`src/rtl/add_sub_arbiter_pkg.sv`:
```
// Shared definitions for the two-requester add/sub arbiter: defaults,
// operation selects and FSM state encodings.
package add_sub_arbiter_pkg;

   localparam int WIDTH_DEF = 32;
   localparam int SEL_W_DEF = 3;

   localparam logic [2:0] SEL_ADD = 3'b000;
   localparam logic [2:0] SEL_SUB = 3'b001;

   typedef enum logic [1:0] {
      ST_IDLE = 2'd0,
      ST_EXEC = 2'd1,
      ST_RESP = 2'd2
   } state_t;

   // Round-robin pick: lone requester wins, ties go to the priority holder.
   function automatic logic [1:0] rr_pick(input logic [1:0] valid, input logic prio);
      logic [1:0] g;
      g = 2'b00;
      case (valid)
         2'b01:   g = 2'b01;
         2'b10:   g = 2'b10;
         2'b11:   g = prio ? 2'b10 : 2'b01;
         default: g = 2'b00;
      endcase
      return g;
   endfunction

endpackage

```
`src/rtl/add_sub_arbiter_add_sub.sv`:
```
// Shared combinational adder/subtractor. Carry is bit WIDTH of the
// zero-extended sum or difference; reserved selects produce zero.
module add_sub_arbiter_add_sub
   import add_sub_arbiter_pkg::*;
#(
   parameter int WIDTH = WIDTH_DEF,
   parameter int SEL_W = SEL_W_DEF
) (
   input  logic [SEL_W-1:0] sel,
   input  logic [WIDTH-1:0] a,
   input  logic [WIDTH-1:0] b,
   output logic [WIDTH-1:0] out,
   output logic             carry,
   output logic             zero
);

   logic [WIDTH:0] ext;

   always_comb begin
      ext = '0;
      if (sel == SEL_W'(SEL_ADD))
         ext = {1'b0, a} + {1'b0, b};
      else if (sel == SEL_W'(SEL_SUB))
         ext = {1'b0, a} - {1'b0, b};
   end

   assign out   = ext[WIDTH-1:0];
   assign carry = ext[WIDTH];
   assign zero  = (ext[WIDTH-1:0] == '0);

endmodule

```
`src/rtl/add_sub_arbiter.sv`:
```
// Round-robin front end sharing one add_sub between two requesters, one
// operation in flight, with registered operands and a held response.
module add_sub_arbiter
   import add_sub_arbiter_pkg::*;
#(
   parameter int WIDTH = WIDTH_DEF,
   parameter int SEL_W = SEL_W_DEF
) (
   input  logic             clk,
   input  logic             rst_n,
   input  logic [1:0]       req_valid,
   output logic [1:0]       req_ready,
   input  logic [SEL_W-1:0] req_sel0,
   input  logic [WIDTH-1:0] req_a0,
   input  logic [WIDTH-1:0] req_b0,
   input  logic [SEL_W-1:0] req_sel1,
   input  logic [WIDTH-1:0] req_a1,
   input  logic [WIDTH-1:0] req_b1,
   output logic             rsp_valid,
   input  logic             rsp_ready,
   output logic             rsp_id,
   output logic [WIDTH-1:0] rsp_out,
   output logic             rsp_carry,
   output logic             rsp_zero,
   output logic             busy
);

   state_t           state;
   logic             prio;
   logic             gnt_id;
   logic [SEL_W-1:0] op_sel;
   logic [WIDTH-1:0] op_a;
   logic [WIDTH-1:0] op_b;

   logic             grant_id;
   logic [SEL_W-1:0] in_sel;
   logic [WIDTH-1:0] in_a;
   logic [WIDTH-1:0] in_b;
   logic [WIDTH-1:0] as_out;
   logic             as_carry;
   logic             as_zero;

   // Ready is only offered in IDLE and is held off while reset is asserted.
   always_comb begin
      req_ready = 2'b00;
      if (rst_n && state == ST_IDLE)
         req_ready = rr_pick(req_valid, prio);
   end

   assign grant_id = req_ready[1];
   assign in_sel   = grant_id ? req_sel1 : req_sel0;
   assign in_a     = grant_id ? req_a1   : req_a0;
   assign in_b     = grant_id ? req_b1   : req_b0;
   assign busy     = (state != ST_IDLE);

   add_sub_arbiter_add_sub #(
      .WIDTH (WIDTH),
      .SEL_W (SEL_W)
   ) u_add_sub (
      .sel   (op_sel),
      .a     (op_a),
      .b     (op_b),
      .out   (as_out),
      .carry (as_carry),
      .zero  (as_zero)
   );

   always_ff @(posedge clk or negedge rst_n) begin
      if (!rst_n) begin
         state     <= ST_IDLE;
         prio      <= 1'b0;
         gnt_id    <= 1'b0;
         op_sel    <= '0;
         op_a      <= '0;
         op_b      <= '0;
         rsp_valid <= 1'b0;
         rsp_id    <= 1'b0;
         rsp_out   <= '0;
         rsp_carry <= 1'b0;
         rsp_zero  <= 1'b0;
      end else begin
         case (state)
            ST_IDLE: begin
               if (|(req_valid & req_ready)) begin
                  op_sel <= in_sel;
                  op_a   <= in_a;
                  op_b   <= in_b;
                  gnt_id <= grant_id;
                  prio   <= ~grant_id;
                  state  <= ST_EXEC;
               end
            end
            ST_EXEC: begin
               rsp_out   <= as_out;
               rsp_carry <= as_carry;
               rsp_zero  <= as_zero;
               rsp_id    <= gnt_id;
               rsp_valid <= 1'b1;
               state     <= ST_RESP;
            end
            ST_RESP: begin
               if (rsp_ready) begin
                  rsp_valid <= 1'b0;
                  state     <= ST_IDLE;
               end
            end
            default: state <= ST_IDLE;
         endcase
      end
   end

endmodule

```
`config.mk`:
```
export PLATFORM = sky130hd
export DESIGN_NAME = add_sub_arbiter
export DESIGN_NICKNAME = d
export VERILOG_FILES = /design/src/rtl/add_sub_arbiter_pkg.sv /design/src/rtl/add_sub_arbiter_add_sub.sv /design/src/rtl/add_sub_arbiter.sv
export SDC_FILE = /design/constraint.sdc
export NUM_CORES = 1
export LEC_CHECK = 0
export ABC_CLOCK_PERIOD_IN_PS = 11100
export CELL_PAD_IN_SITES_DETAIL_PLACEMENT = 1
export CELL_PAD_IN_SITES_GLOBAL_PLACEMENT = 1
export CORE_MARGIN = 4
export CORE_UTILIZATION = 42
export DETAILED_ROUTE_END_ITERATION = 7
export GPL_ROUTABILITY_DRIVEN = 1
export GPL_TIMING_DRIVEN = 1
export MAX_ROUTING_LAYER = met4
export PLACE_DENSITY = 0.95
export SYNTH_ARGS = -nofsm -noshare
export SYNTH_HDL_FRONTEND = slang
export SYNTH_HIERARCHICAL = 1
export SYNTH_SLANG_ARGS = --single-unit
```
`constraint.sdc`:
```
create_clock -name clk -period 11.1 [get_ports clk]
set_input_delay 2.22 -clock clk [delete_from_list [all_inputs] [get_ports clk]]
set_output_delay 2.22 -clock clk [all_outputs]
set_load 0.005 [all_outputs]
```
Yosys cells after proc, flatten, opt, wreduce, memory -nomap -nowiden
Index checks and enable logic that the tools add are counted.
- flip-flop bits (word level): 107
- input bits: 139
- output and inout bits: 39
- word-level logic and storage cells: 46
- add/subtract/negate cells: 2
- eq/ne operators: 8
- mux-type cells: 13
- bitwise logic cells: 2
- reductions and logical operators: 10
- operators by type and width (cell ; number):
    33-bit two-way mux ; 2
    32-bit two-way mux ; 2
    32-bit by 32-bit adder with 33-bit output ; 1
    32-bit by 32-bit subtractor with 33-bit output ; 1
    32-bit logical NOT ; 1
    2-bit one-hot mux with 3 select lines ; 2
    2-bit two-way mux ; 4
    2-bit equality test (second input constant) ; 3
    2-bit AND reduction ; 3
    2-bit by 1-bit equality test with 1-bit output (second input constant) ; 2
    2-bit nonzero test ; 2
    3-bit by 1-bit equality test with 1-bit output (second input constant) ; 1
    3-bit logical NOT ; 1
    3-bit two-way mux ; 1
    2-bit bitwise AND ; 1
    2-bit logical NOT ; 1
    2-bit by 1-bit != test with 1-bit output (second input constant) ; 1
    2-bit != test (second input constant) ; 1
    1-bit one-hot mux with 2 select lines ; 1
    2-bit OR reduction ; 1
    1-bit logical AND ; 1
    1-bit two-way mux ; 1
    1-bit NOT ; 1

Logic depth before layout (Yosys ltp)
- depth in word-level cells: 7
- mapped depth: 15
- depth with buffers taken out: 15

Modules after synthesis
The synthesis kept the hierarchy.
- by module, submodules not included (module ; instances ; cells an instance ; area an instance (um^2) ; seq. area each (um^2)):
    add_sub_arbiter ; 1 ; 394 ; 4606.9 ; 2677.6
    add_sub_arbiter_add_sub ; 1 ; 635 ; 4116.4 ; 0.0

Least setup slack after synthesis
OpenSTA, ideal clock, no wires.
- path type: input -> output
- start point: input port req_valid[0]
- end point: output port req_ready[0]
- data arrival time: 3.217 ns
- required time: 8.880 ns
- slack: 5.663 ns
- stages on the path: 5
- path buffers: 3
- cell sequence: a21bo_2 > clkbuf_1 > clkbuf_1 > buf_1 > nor2_1
- cells in the longest elaborated chain, start to end: 3
- elaborated cells between the ends (all ways): 5
- classes of those cells: 3 x eq/ne; 2 x mux
- RTL lines (item ; line ; RTL):
    from (decl) ; add_sub_arbiter.sv:11 ; input logic [1:0] req_valid,
    2-bit equality test / 2-bit by 1-bit equality test with 1-bit output (equally long branches) ; add_sub_arbiter_pkg.sv:21 ; case (valid)
    2-bit one-hot mux with 3 select lines (*) ; add_sub_arbiter_pkg.sv:21 ;
    2-bit two-way mux (*) ; add_sub_arbiter.sv:46 ; if (rst_n && state == ST_IDLE)
    to (decl) ; add_sub_arbiter.sv:12 ; output logic [1:0] req_ready,
Mark *: on every way between the ends. The rest lies on a longest branch, timed or not.

Final worst setup path
- start point: input port rst_n
- end point: output port req_ready[1]
- cells in the longest elaborated chain, start to end: 2
- RTL lines (item ; line ; RTL):
    from (decl) ; add_sub_arbiter.sv:10 ; input logic rst_n,
    1-bit logical AND ; add_sub_arbiter.sv:46 ;
    2-bit two-way mux ; add_sub_arbiter.sv:46 ;
No other way between the ends.

==> flow_metrics.tcl <==
set metrics [dict create \
    critPathKind "in -> out" \
    cp.arrival_ns 4.92 \
    yosys-top-cells-area "dfrtp_1 (31%), ha_1 (9.3%), a221o_1 (7.3%)" \
    status "finished, final reports clean" \
    synth_top_area_cell "dfrtp_1" \
    p_leak_nw 4.94 \
    cts_buffers 9 \
    startpoint_type "input port" \
    synth_top_area_share_pct 30.7 \
    io_pins 178 \
    gp_congestion 0.972 \
    antenna_found_initial 2 \
    dr_wl_met2_mm 16.3 \
    track_usage_pct 29.1 \
    fp.dieH_um 152 \
    fillers 2387 \
    clk_path_buf_depth 2 \
    viasPerCell 6.29 \
    initial_core_util_pct 43.0 \
    wire_per_inst_um 23.7 \
    area_delta_synth_final_pct 24.6 \
    cts_resized 0 \
    vias 8987 \
    fp.dieW_um 152 \
    hpwl_mm 25.5 \
    synthFlopType "dfrtp_1" \
    post-cts-setup-buffers 0 \
    clk-insertion-delay-late_ns 0.37 \
    place_area_mm2 0.0106 \
    regArea_mm2 0.00268 \
    ff2ff_setup_slack_ns 6.35 \
    seq_area_frac_synth_pct 30.7 \
    slew_headroom_pct 22.7 \
    fin_area_mm2 0.0109 \
    clockRootBuffer "clkbuf_16" \
    drcViolationCount 0 \
    drv_cap 0 \
    mappedNetlistNets 1235 \
    hold_viol_final 0 \
    holdCritPathClass "reg -> reg" \
    m1WireLength_mm 14.0 \
    layout_commonest_cell "clkdlybuf4s50_1" \
    pwr_density_cell_mw_per_mm2 332 \
    clkSinkCount 107 \
    cts_tree "yes" \
    first_pass_iters 5 \
    die-area_mm2 0.0231 \
    synth.distinct_cells 77 \
    num_rows 52 \
    wl_met3_mm 2.72 \
    grt_pass1_vias 9408 \
    cp-end-kind "output pin" \
    fin_crit_sh_pct 64.3 \
    core-area_mm2 0.0203 \
    tightest_slew_ns 1.16 \
    clkTransAtPathRegs_ns 0.08 \
    critPathMaxFanout 66 \
    synth_warnings 6 \
    multi_input_area_mm2 0.00525 \
    total_power_mw 3.61 \
    peakVddDrop_uv 126 \
    postRouteAntennaNets 0 \
    synth_edf_count 0 \
    most-common-layout-cells "clkdlybuf4s50_1 (176), inv_1 (133), dfrtp_1 (107)" \
    top_layer "met4" \
    portBuffers 177 \
    htreeDepth 3 \
    rsz0062_at_grt "no" \
    grt_pass1_wl_mm 52.9 \
    max_freq_ghz 0.140 \
    drtIter0Drc 904 \
    setup_viol 0 \
    fin_crit_ns 7.14 \
    cp.required_ns 8.88 \
    finClkSkew_ns 0.0131 \
    overflow 0 \
    synth_area_mm2 0.00872 \
    async_flop_share_pct 100 \
    cts_hold_buf 0 \
    synthCells 1029 \
    drv_slew 0 \
    drt_wl_total_mm 33.9 \
    fin_setup_tns_ns 0 \
    syn_avg_cell_area_um2 8.48 \
    nets 1358 \
    drive_gt1_share_pct 6.66 \
    synth-seq-cells 107 \
    grt_max_degree 70 \
]
==> synthesized netlist by cell type (5+ instances only) <==
library cell / n
inv_1: 133
dfrtp_1: 107
nor3_1: 84
ha_1: 65
nor2_1: 65
a221o_1: 64
a21oi_1: 63
clkbuf_1: 45
nand2_1: 42
o21ai_0: 39
mux2_2: 37
a21o_1: 17
buf_2: 15
mux2i_1: 14
o31ai_1: 14
nand2b_1: 13
nand3_1: 13
o211ai_1: 13
a211oi_1: 12
nor2b_1: 12
xnor2_1: 12
or3_1: 10
a31oi_1: 9
nand4_1: 8
nor4_1: 7
and3_1: 6
buf_1: 6
o21bai_1: 6
or4_1: 6
o31a_1: 5
==> logic make-up (layout without fill, tap and decap cells) <==
logic type / Yosys count / count (layout) / share of synthesized area [%]
mux: 52 / 52 / 6.55
simple gates: 291 / 291 / 17.2
other cells: 0 / 2 / 0
xor+xnor: 13 / 13 / 1.31
compound gates: 295 / 295 / 25.1
flops: 107 / 107 / 30.7
buf+inv: 204 / 332 / 9.35
fa+ha+maj: 67 / 67 / 9.78
==> flip-flops by register name (all words and copies together) (netlist names) <==
register,count
rsp_valid,1
gnt_id,1
rsp_id,1
rsp_carry,1
state,2
op_sel,3
prio,1
op_b,32
op_a,32
rsp_zero,1
rsp_out,32
==> power by group <==
part           internal, mW  switching [mW]
registers             0.555           0.193
clock network         0.158           0.173
logic                 0.993            1.54
total                  1.71            1.91
==> metal layers <==
layer  track usage (%)  vias up
met5                 -        -
met1              37.8     4469
li1                  -     3989
met2              46.9      459
met3              4.69       70
met4              9.03        0
==> through the flow <==
stage | hold WS [ns] | worst slack, ns | cells | utilization [%]
after floorplan | 0.444 | 5.66 | 1029 | -
after CTS | 0.486 | 3.98 | 1427 | 53.5
after detailed placement | 0.467 | 3.98 | 1411 | 52.1
after global routing | 0.502 | 3.81 | 1429 | 53.5
after global placement | 0.460 | 4.12 | 1411 | 52.1
final | 0.484 | 3.96 | 1429 | 53.5
==> critical path, cell delays in order <==
cell and delay (ns):
buf_4 0.60, or3b_2 0.55, nor3_2 0.24, buf_4 0.63
clkdlybuf4s50_1 0.65
==> cell type report <==
type | instances | area share, %
clock buffer | 10 | 2.11
antenna | 2 | 0.0461
multi-input combinational | 718 | 48.3
timing repair buffer | 183 | 16.7
tap | 270 | 3.11
inverter | 133 | 4.59
sequential | 107 | 24.6
clock inverter | 6 | 0.553
==> worst paths after layout <==
check / from / end / cells after the start
setup / recovery: rst_n / req_ready[1] / 5
hold / removal: gnt_id / gnt_id / 1
setup reg to reg: op_b[6] / rsp_zero / 14
hold reg to reg: gnt_id / gnt_id / 1
max in group asynchronous: rst_n / op_a[9] / 2
min in group asynchronous: rst_n / rsp_out[29] / 1
Power figures use the tool's default switching activity.
